--- src/rtl/control_unit_if.sv ---
// Control bus between the LC-3b style control unit and its datapath.
interface control_unit_if;
  logic [15:0] opcode;
  logic        N;
  logic        Z;
  logic        P;

  logic        marE;
  logic        mdrE;
  logic        irE;
  logic        pcE;
  logic        regWriteE;
  logic        nzpE;
  logic        memWriteE;

  logic        marmux;
  logic        srmux;
  logic        drmux;
  logic        adjmux;
  logic        mdrmux;
  logic        mdrControl;
  logic        lshift;

  logic [1:0]  pcmux;
  logic [1:0]  regmux;
  logic [1:0]  opmux;
  logic [2:0]  aluControl;
  logic [3:0]  state;

  // Control unit side: consumes IR and condition codes, drives controls.
  modport master (
    input  opcode, N, Z, P,
    output marE, mdrE, irE, pcE, regWriteE, nzpE, memWriteE,
    output marmux, srmux, drmux, adjmux, mdrmux, mdrControl, lshift,
    output pcmux, regmux, opmux, aluControl, state
  );

  // Datapath side.
  modport slave (
    output opcode, N, Z, P,
    input  marE, mdrE, irE, pcE, regWriteE, nzpE, memWriteE,
    input  marmux, srmux, drmux, adjmux, mdrmux, mdrControl, lshift,
    input  pcmux, regmux, opmux, aluControl, state
  );
endinterface

--- src/rtl/control_unit.sv ---
// Multi-cycle instruction sequencer: fetch, decode and execute control.
// Outputs are a decode of the registered state; only the IR fields and,
// in BR, the sampled condition codes refine them.
module control_unit (
  input  logic          clk,
  input  logic          reset,
  control_unit_if.master bus
);

  typedef enum logic [3:0] {
    FETCH1 = 4'd0,  FETCH2 = 4'd1,  FETCH3 = 4'd2,  DECODE = 4'd3,
    ALU    = 4'd4,  BR     = 4'd5,  JMP    = 4'd6,  JSR    = 4'd7,
    LEA    = 4'd8,  LD1    = 4'd9,  LD2    = 4'd10, LD3    = 4'd11,
    ST1    = 4'd12, ST2    = 4'd13, ST3    = 4'd14
  } state_e;

  localparam logic [2:0] ALU_ADD   = 3'd0;
  localparam logic [2:0] ALU_AND   = 3'd1;
  localparam logic [2:0] ALU_XOR   = 3'd2;
  localparam logic [2:0] ALU_PASSA = 3'd3;

  localparam logic [1:0] PC_ADDER  = 2'd1;
  localparam logic [1:0] PC_ALU    = 2'd2;

  localparam logic [1:0] REG_MDR   = 2'd1;
  localparam logic [1:0] REG_ADDER = 2'd2;
  localparam logic [1:0] REG_PC    = 2'd3;

  localparam logic [1:0] OP_IMM5   = 2'd1;
  localparam logic [1:0] OP_OFF6   = 2'd2;

  state_e     state_q;
  state_e     state_d;
  logic [3:0] op_class;
  logic       br_taken;
  logic       unused_ok;

  logic       mar_e, mdr_e, ir_e, pc_e, reg_we, nzp_e, mem_we;
  logic       marmux, srmux, drmux, adjmux, mdrmux, mdr_ctl, lshift;
  logic [1:0] pcmux, regmux, opmux;
  logic [2:0] alu_ctl;

  assign op_class  = bus.opcode[15:12];
  assign br_taken  = (bus.opcode[11] & bus.N) | (bus.opcode[10] & bus.Z) |
                     (bus.opcode[9] & bus.P);
  assign unused_ok = ^{bus.opcode[8:6], bus.opcode[4:0]};

  // State register; reset wins over any transition.
  always_ff @(posedge clk) begin
    if (reset) state_q <= FETCH1;
    else       state_q <= state_d;
  end

  // Next-state sequencing.
  always_comb begin
    state_d = FETCH1;
    case (state_q)
      FETCH1: state_d = FETCH2;
      FETCH2: state_d = FETCH3;
      FETCH3: state_d = DECODE;
      DECODE: begin
        case (op_class)
          4'b0001, 4'b0101, 4'b1001: state_d = ALU;
          4'b0000:                   state_d = BR;
          4'b1100:                   state_d = JMP;
          4'b0100:                   state_d = JSR;
          4'b1110:                   state_d = LEA;
          4'b0110:                   state_d = LD1;
          4'b0111:                   state_d = ST1;
          default:                   state_d = FETCH1;
        endcase
      end
      LD1:     state_d = LD2;
      LD2:     state_d = LD3;
      ST1:     state_d = ST2;
      ST2:     state_d = ST3;
      default: state_d = FETCH1;
    endcase
  end

  // Per-state control decode; everything not named stays 0.
  always_comb begin
    mar_e   = 1'b0; mdr_e  = 1'b0; ir_e   = 1'b0; pc_e   = 1'b0;
    reg_we  = 1'b0; nzp_e  = 1'b0; mem_we = 1'b0;
    marmux  = 1'b0; srmux  = 1'b0; drmux  = 1'b0; adjmux = 1'b0;
    mdrmux  = 1'b0; mdr_ctl = 1'b0; lshift = 1'b0;
    pcmux   = 2'd0; regmux = 2'd0; opmux  = 2'd0;
    alu_ctl = ALU_ADD;
    case (state_q)
      FETCH1: begin
        mar_e = 1'b1;
        pc_e  = 1'b1;
      end
      FETCH2: begin
        mdr_e   = 1'b1;
        mdr_ctl = 1'b1;
      end
      FETCH3: ir_e = 1'b1;
      ALU: begin
        reg_we = 1'b1;
        nzp_e  = 1'b1;
        opmux  = bus.opcode[5] ? OP_IMM5 : 2'd0;
        case (op_class)
          4'b0101: alu_ctl = ALU_AND;
          4'b1001: alu_ctl = ALU_XOR;
          default: alu_ctl = ALU_ADD;
        endcase
      end
      BR: begin
        if (br_taken) begin
          pc_e   = 1'b1;
          pcmux  = PC_ADDER;
          lshift = 1'b1;
        end
      end
      JMP: begin
        alu_ctl = ALU_PASSA;
        pc_e    = 1'b1;
        pcmux   = PC_ALU;
      end
      JSR: begin
        reg_we = 1'b1;
        regmux = REG_PC;
        drmux  = 1'b1;
        pc_e   = 1'b1;
        pcmux  = PC_ADDER;
        adjmux = 1'b1;
      end
      LEA: begin
        reg_we = 1'b1;
        regmux = REG_ADDER;
      end
      LD1, ST1: begin
        mar_e  = 1'b1;
        marmux = 1'b1;
        opmux  = OP_OFF6;
        lshift = 1'b1;
      end
      LD2: begin
        mdr_e   = 1'b1;
        mdr_ctl = 1'b1;
      end
      LD3: begin
        reg_we = 1'b1;
        regmux = REG_MDR;
        nzp_e  = 1'b1;
      end
      ST2: begin
        mdr_e   = 1'b1;
        mdrmux  = 1'b1;
        srmux   = 1'b1;
        alu_ctl = ALU_PASSA;
      end
      ST3: begin
        mem_we  = 1'b1;
        mdr_ctl = 1'b1;
      end
      default: ;
    endcase
  end

  // Enables are held off for as long as reset is asserted.
  assign bus.marE       = mar_e  & ~reset;
  assign bus.mdrE       = mdr_e  & ~reset;
  assign bus.irE        = ir_e   & ~reset;
  assign bus.pcE        = pc_e   & ~reset;
  assign bus.regWriteE  = reg_we & ~reset;
  assign bus.nzpE       = nzp_e  & ~reset;
  assign bus.memWriteE  = mem_we & ~reset;
  assign bus.marmux     = marmux;
  assign bus.srmux      = srmux;
  assign bus.drmux      = drmux;
  assign bus.adjmux     = adjmux;
  assign bus.mdrmux     = mdrmux;
  assign bus.mdrControl = mdr_ctl;
  assign bus.lshift     = lshift;
  assign bus.pcmux      = pcmux;
  assign bus.regmux     = regmux;
  assign bus.opmux      = opmux;
  assign bus.aluControl = alu_ctl;
  assign bus.state      = state_q;

endmodule
--- src/flat_wrapper.sv ---
// flat-port wrapper written by rule: the top's interface ports become plain ports
module control_unit_flat 
  (clk, reset, bus_opcode, bus_N, bus_Z, bus_P, bus_marE, bus_mdrE, bus_irE, bus_pcE, bus_regWriteE, bus_nzpE, bus_memWriteE, bus_marmux, bus_srmux, bus_drmux, bus_adjmux, bus_mdrmux, bus_mdrControl, bus_lshift, bus_pcmux, bus_regmux, bus_opmux, bus_aluControl, bus_state);
  control_unit_if bus_i ();
  input  logic clk;
  input  logic reset;
  input wire logic [$bits(bus_i.opcode)-1:0] bus_opcode;
  input wire logic [$bits(bus_i.N)-1:0] bus_N;
  input wire logic [$bits(bus_i.Z)-1:0] bus_Z;
  input wire logic [$bits(bus_i.P)-1:0] bus_P;
  output wire logic [$bits(bus_i.marE)-1:0] bus_marE;
  output wire logic [$bits(bus_i.mdrE)-1:0] bus_mdrE;
  output wire logic [$bits(bus_i.irE)-1:0] bus_irE;
  output wire logic [$bits(bus_i.pcE)-1:0] bus_pcE;
  output wire logic [$bits(bus_i.regWriteE)-1:0] bus_regWriteE;
  output wire logic [$bits(bus_i.nzpE)-1:0] bus_nzpE;
  output wire logic [$bits(bus_i.memWriteE)-1:0] bus_memWriteE;
  output wire logic [$bits(bus_i.marmux)-1:0] bus_marmux;
  output wire logic [$bits(bus_i.srmux)-1:0] bus_srmux;
  output wire logic [$bits(bus_i.drmux)-1:0] bus_drmux;
  output wire logic [$bits(bus_i.adjmux)-1:0] bus_adjmux;
  output wire logic [$bits(bus_i.mdrmux)-1:0] bus_mdrmux;
  output wire logic [$bits(bus_i.mdrControl)-1:0] bus_mdrControl;
  output wire logic [$bits(bus_i.lshift)-1:0] bus_lshift;
  output wire logic [$bits(bus_i.pcmux)-1:0] bus_pcmux;
  output wire logic [$bits(bus_i.regmux)-1:0] bus_regmux;
  output wire logic [$bits(bus_i.opmux)-1:0] bus_opmux;
  output wire logic [$bits(bus_i.aluControl)-1:0] bus_aluControl;
  output wire logic [$bits(bus_i.state)-1:0] bus_state;
  assign bus_i.opcode = bus_opcode;
  assign bus_i.N = bus_N;
  assign bus_i.Z = bus_Z;
  assign bus_i.P = bus_P;
  assign bus_marE = bus_i.marE;
  assign bus_mdrE = bus_i.mdrE;
  assign bus_irE = bus_i.irE;
  assign bus_pcE = bus_i.pcE;
  assign bus_regWriteE = bus_i.regWriteE;
  assign bus_nzpE = bus_i.nzpE;
  assign bus_memWriteE = bus_i.memWriteE;
  assign bus_marmux = bus_i.marmux;
  assign bus_srmux = bus_i.srmux;
  assign bus_drmux = bus_i.drmux;
  assign bus_adjmux = bus_i.adjmux;
  assign bus_mdrmux = bus_i.mdrmux;
  assign bus_mdrControl = bus_i.mdrControl;
  assign bus_lshift = bus_i.lshift;
  assign bus_pcmux = bus_i.pcmux;
  assign bus_regmux = bus_i.regmux;
  assign bus_opmux = bus_i.opmux;
  assign bus_aluControl = bus_i.aluControl;
  assign bus_state = bus_i.state;
  control_unit u_core (.clk(clk), .reset(reset), .bus(bus_i));
endmodule
--- config.mk ---
export PLATFORM = sky130hd
export DESIGN_NAME = control_unit_flat
export DESIGN_NICKNAME = d
export VERILOG_FILES = /design/src/rtl/control_unit_if.sv /design/src/rtl/control_unit.sv /design/src/flat_wrapper.sv
export SDC_FILE = /design/constraint.sdc
export NUM_CORES = 1
export LEC_CHECK = 0
export ABC_AREA = 1
export BUFFER_PORTS_ARGS = -buffer_cell sky130_fd_sc_hd__buf_2
export CELL_PAD_IN_SITES_DETAIL_PLACEMENT = 2
export CELL_PAD_IN_SITES_GLOBAL_PLACEMENT = 2
export CORE_MARGIN = 2
export CORE_UTILIZATION = 15
export DETAILED_ROUTE_END_ITERATION = 10
export GPL_TIMING_DRIVEN = 0
export PLACE_DENSITY_LB_ADDON = 0.1
export SYNTH_ARGS = -nofsm -noshare
export SYNTH_HDL_FRONTEND = slang
export SYNTH_SLANG_ARGS = --single-unit
export TNS_END_PERCENT = 10
--- constraint.sdc ---
create_clock -name clk -period 3.59 [get_ports clk]
set_clock_uncertainty 0.2 [all_clocks]
set_input_delay 0 -clock clk [delete_from_list [all_inputs] [get_ports clk]]
set_output_delay 0 -clock clk [all_outputs]
set_load 0.1 [all_outputs]
==> flow_summary.json <==
{
  "antenna_found_initial": 0,
  "h-tree-depth": 1,
  "drt-total-wl_um": 2307,
  "fin_ws_ns": 1.589,
  "max-cap-violations": 0,
  "cts-root-buf": "clkbuf_4",
  "crit_arrival_ns": 1.80,
  "synth_top_area_cell": "nand2_1",
  "drt-vias-per-instance": 4.137,
  "min_path_type": "primary input to flip-flop",
  "hold_depth": 2,
  "synth.area.top_cells": "nand2_1 (23%), dfxtp_1 (15%), nor2_1 (15%)",
  "die_h_um": 63.75,
  "r2r_cells": 7,
  "drt_iter0_markers": 15,
  "start_util_pct": 15.80,
  "clkLatencyLatePin_ns": 0.23,
  "end_kind": "primary output",
  "setup_violations": 0,
  "path_max_fanout": 5,
  "worstSetupStartpointType": "flip-flop",
  "powerDensity_mw_per_mm2": 409.5,
  "grt.total_usage_pct": 12.00,
  "synth_area_um2": 535.5,
  "status": "finished, violations left",
  "violations": "hold timing",
  "hold_violations": 1,
  "layout_min_cycle_time_ns": 2.001,
  "mostFrequentLayoutCell": "buf_2",
  "num_rows": 21,
  "cts.sinks": 4,
  "dr.pass1.iters": 4,
  "placement.cell_area_um2": 783.3,
  "synth.top_cell.area_share_pct": 23.13,
  "critical_path_required_ns": 3.39,
  "nets": 174,
  "synth_cell_types": 18,
  "largest_reg_flops": 4,
  "critPathKind": "flip-flop to primary output",
  "grt_pass1_vias": 833,
  "gr-total-overflow": 0,
  "post_drt_wl_per_cell_um": 11.71,
  "timing.final.crit_share_pct": 55.73,
  "via_count": 815,
  "area_growth_pct": 54.21,
  "grt_pass1_wl_um": 3981,
  "worst_hold_slack_ns": -0.01349,
  "fin_area_um2": 825.8,
  "utilization_pct": 24.36,
  "synthCells": 109,
  "diodes": 0,
  "ys_warn_count": 0,
  "die_area_mm2": 0.004064,
  "dp_hpwl_um": 1959,
  "grt_max_degree": 11,
  "avgSynthCellArea_um2": 4.913,
  "ff2ff_setup_slack_ns": 2.15,
  "seq_area_frac_synth_pct": 14.95,
  "postRouteAntennaNets": 0,
  "port_buffers": 37,
  "cts_made_buffers": 3,
  "max_freq_mhz": 499.8,
  "dp_slack_ns": 1.821,
  "irDropWorstVdd_mv": 0.2060,
  "die_x_um": 63.75,
  "clockBufferDepth": 2,
  "core_mm2": 0.003390,
  "syn_nets": 130,
  "route.detailed.drc": 0,
  "rsz0062_at_grt": "false",
  "total_power_uw": 338.1,
  "gp_congestion": 0.7839,
  "io_pins": 48,
  "post_cts_buffers": 0,
  "leakage_uw": 0.0005373,
  "slew_violations": 0,
  "synth_seq_cells": 4,
  "cts_tree": "yes",
  "final_layout_size_suffix_gt1_share_pct": 32.45,
  "cts.clk_slew.worst_paths_ns": 0.04,
  "layout_common_cells": "buf_2 (37), nand2_1 (33), nor2_1 (19)"
}
-- synthesized netlist by cell type, drive strengths merged --
| cell type | instances |
|---|---|
| nor2 | 22 |
| nor3 | 2 |
| nand2 | 36 |
| o21ai | 5 |
| o22ai | 2 |
| nand4 | 2 |
| clkbuf | 1 |
| inv | 18 |
| a31oi | 1 |
| dfxtp | 4 |
| clkinv | 1 |
| a21oi | 3 |
| conb | 1 |
| buf | 3 |
| nand3 | 8 |
-- timing repair --
action,CTS,global route
hold buffers,2,0
hold endpoints to repair,2,0
gates resized for setup,0,0
-- worst paths after layout --
check | start | end
setup / recovery | u_core.bus.state[1] | bus_pcE
setup reg to reg | u_core.bus.state[1] | u_core.bus.state[3]
hold / removal | reset | u_core.bus.state[3]
hold reg to reg | u_core.bus.state[1] | u_core.bus.state[2]
-- worst max-delay path, cell delays in order (launching register included) --
cell     delay (ns)
dfxtp_1        0.33
nor2_1         0.35
nand2_1        0.16
o21ai_0        0.11
inv_1          0.06
a21oi_1        0.11
buf_2          0.44
-- cell type report --
type	instances	area [um2]
Inverter	19	71.32
Buffer	4	26.28
Multi-Input combinational cell	82	362.8
Tap cell	46	57.56
Sequential cell	4	80.08
Fill cell	430	2564
Timing Repair Buffer	39	205.2
Clock buffer	3	22.52
-- through the flow --
step,cells,TNS (ns)
floorplan,109,-0.8902
global placement,192,0
detailed placement,192,0
CTS,197,0
global route,197,0
finish,197,0
-- layer usage --
layer / wire length [um] / global-route usage (%) / up-vias
met5: 0 / 0 / -
met4: 0 / 1.630 / 0
met3: 139 / 2.817 / 0
met2: 1100 / 20.79 / 25
met1: 1067 / 15.47 / 371
li1: - / - / 419
-- cell families after synthesis --
group	count (synthesis)	share of synthesized area (%)
other	1	0.7003
AO/OA/AOI/OAI	11	10.98
AND/OR/NAND/NOR	70	55.14
buffers and inverters	23	18.22
flip-flops	4	14.95
-- report_power, final --
| part | internal [uW] | leakage (uW) | switching [uW] |
|---|---|---|---|
| sequential | 50.1 | 0.0000328 | 7.04 |
| combinational | 37.8 | 0.000491 | 187 |
| clock | 37.4 | 0.0000138 | 18.4 |
Power figures use the tool's default switching activity.
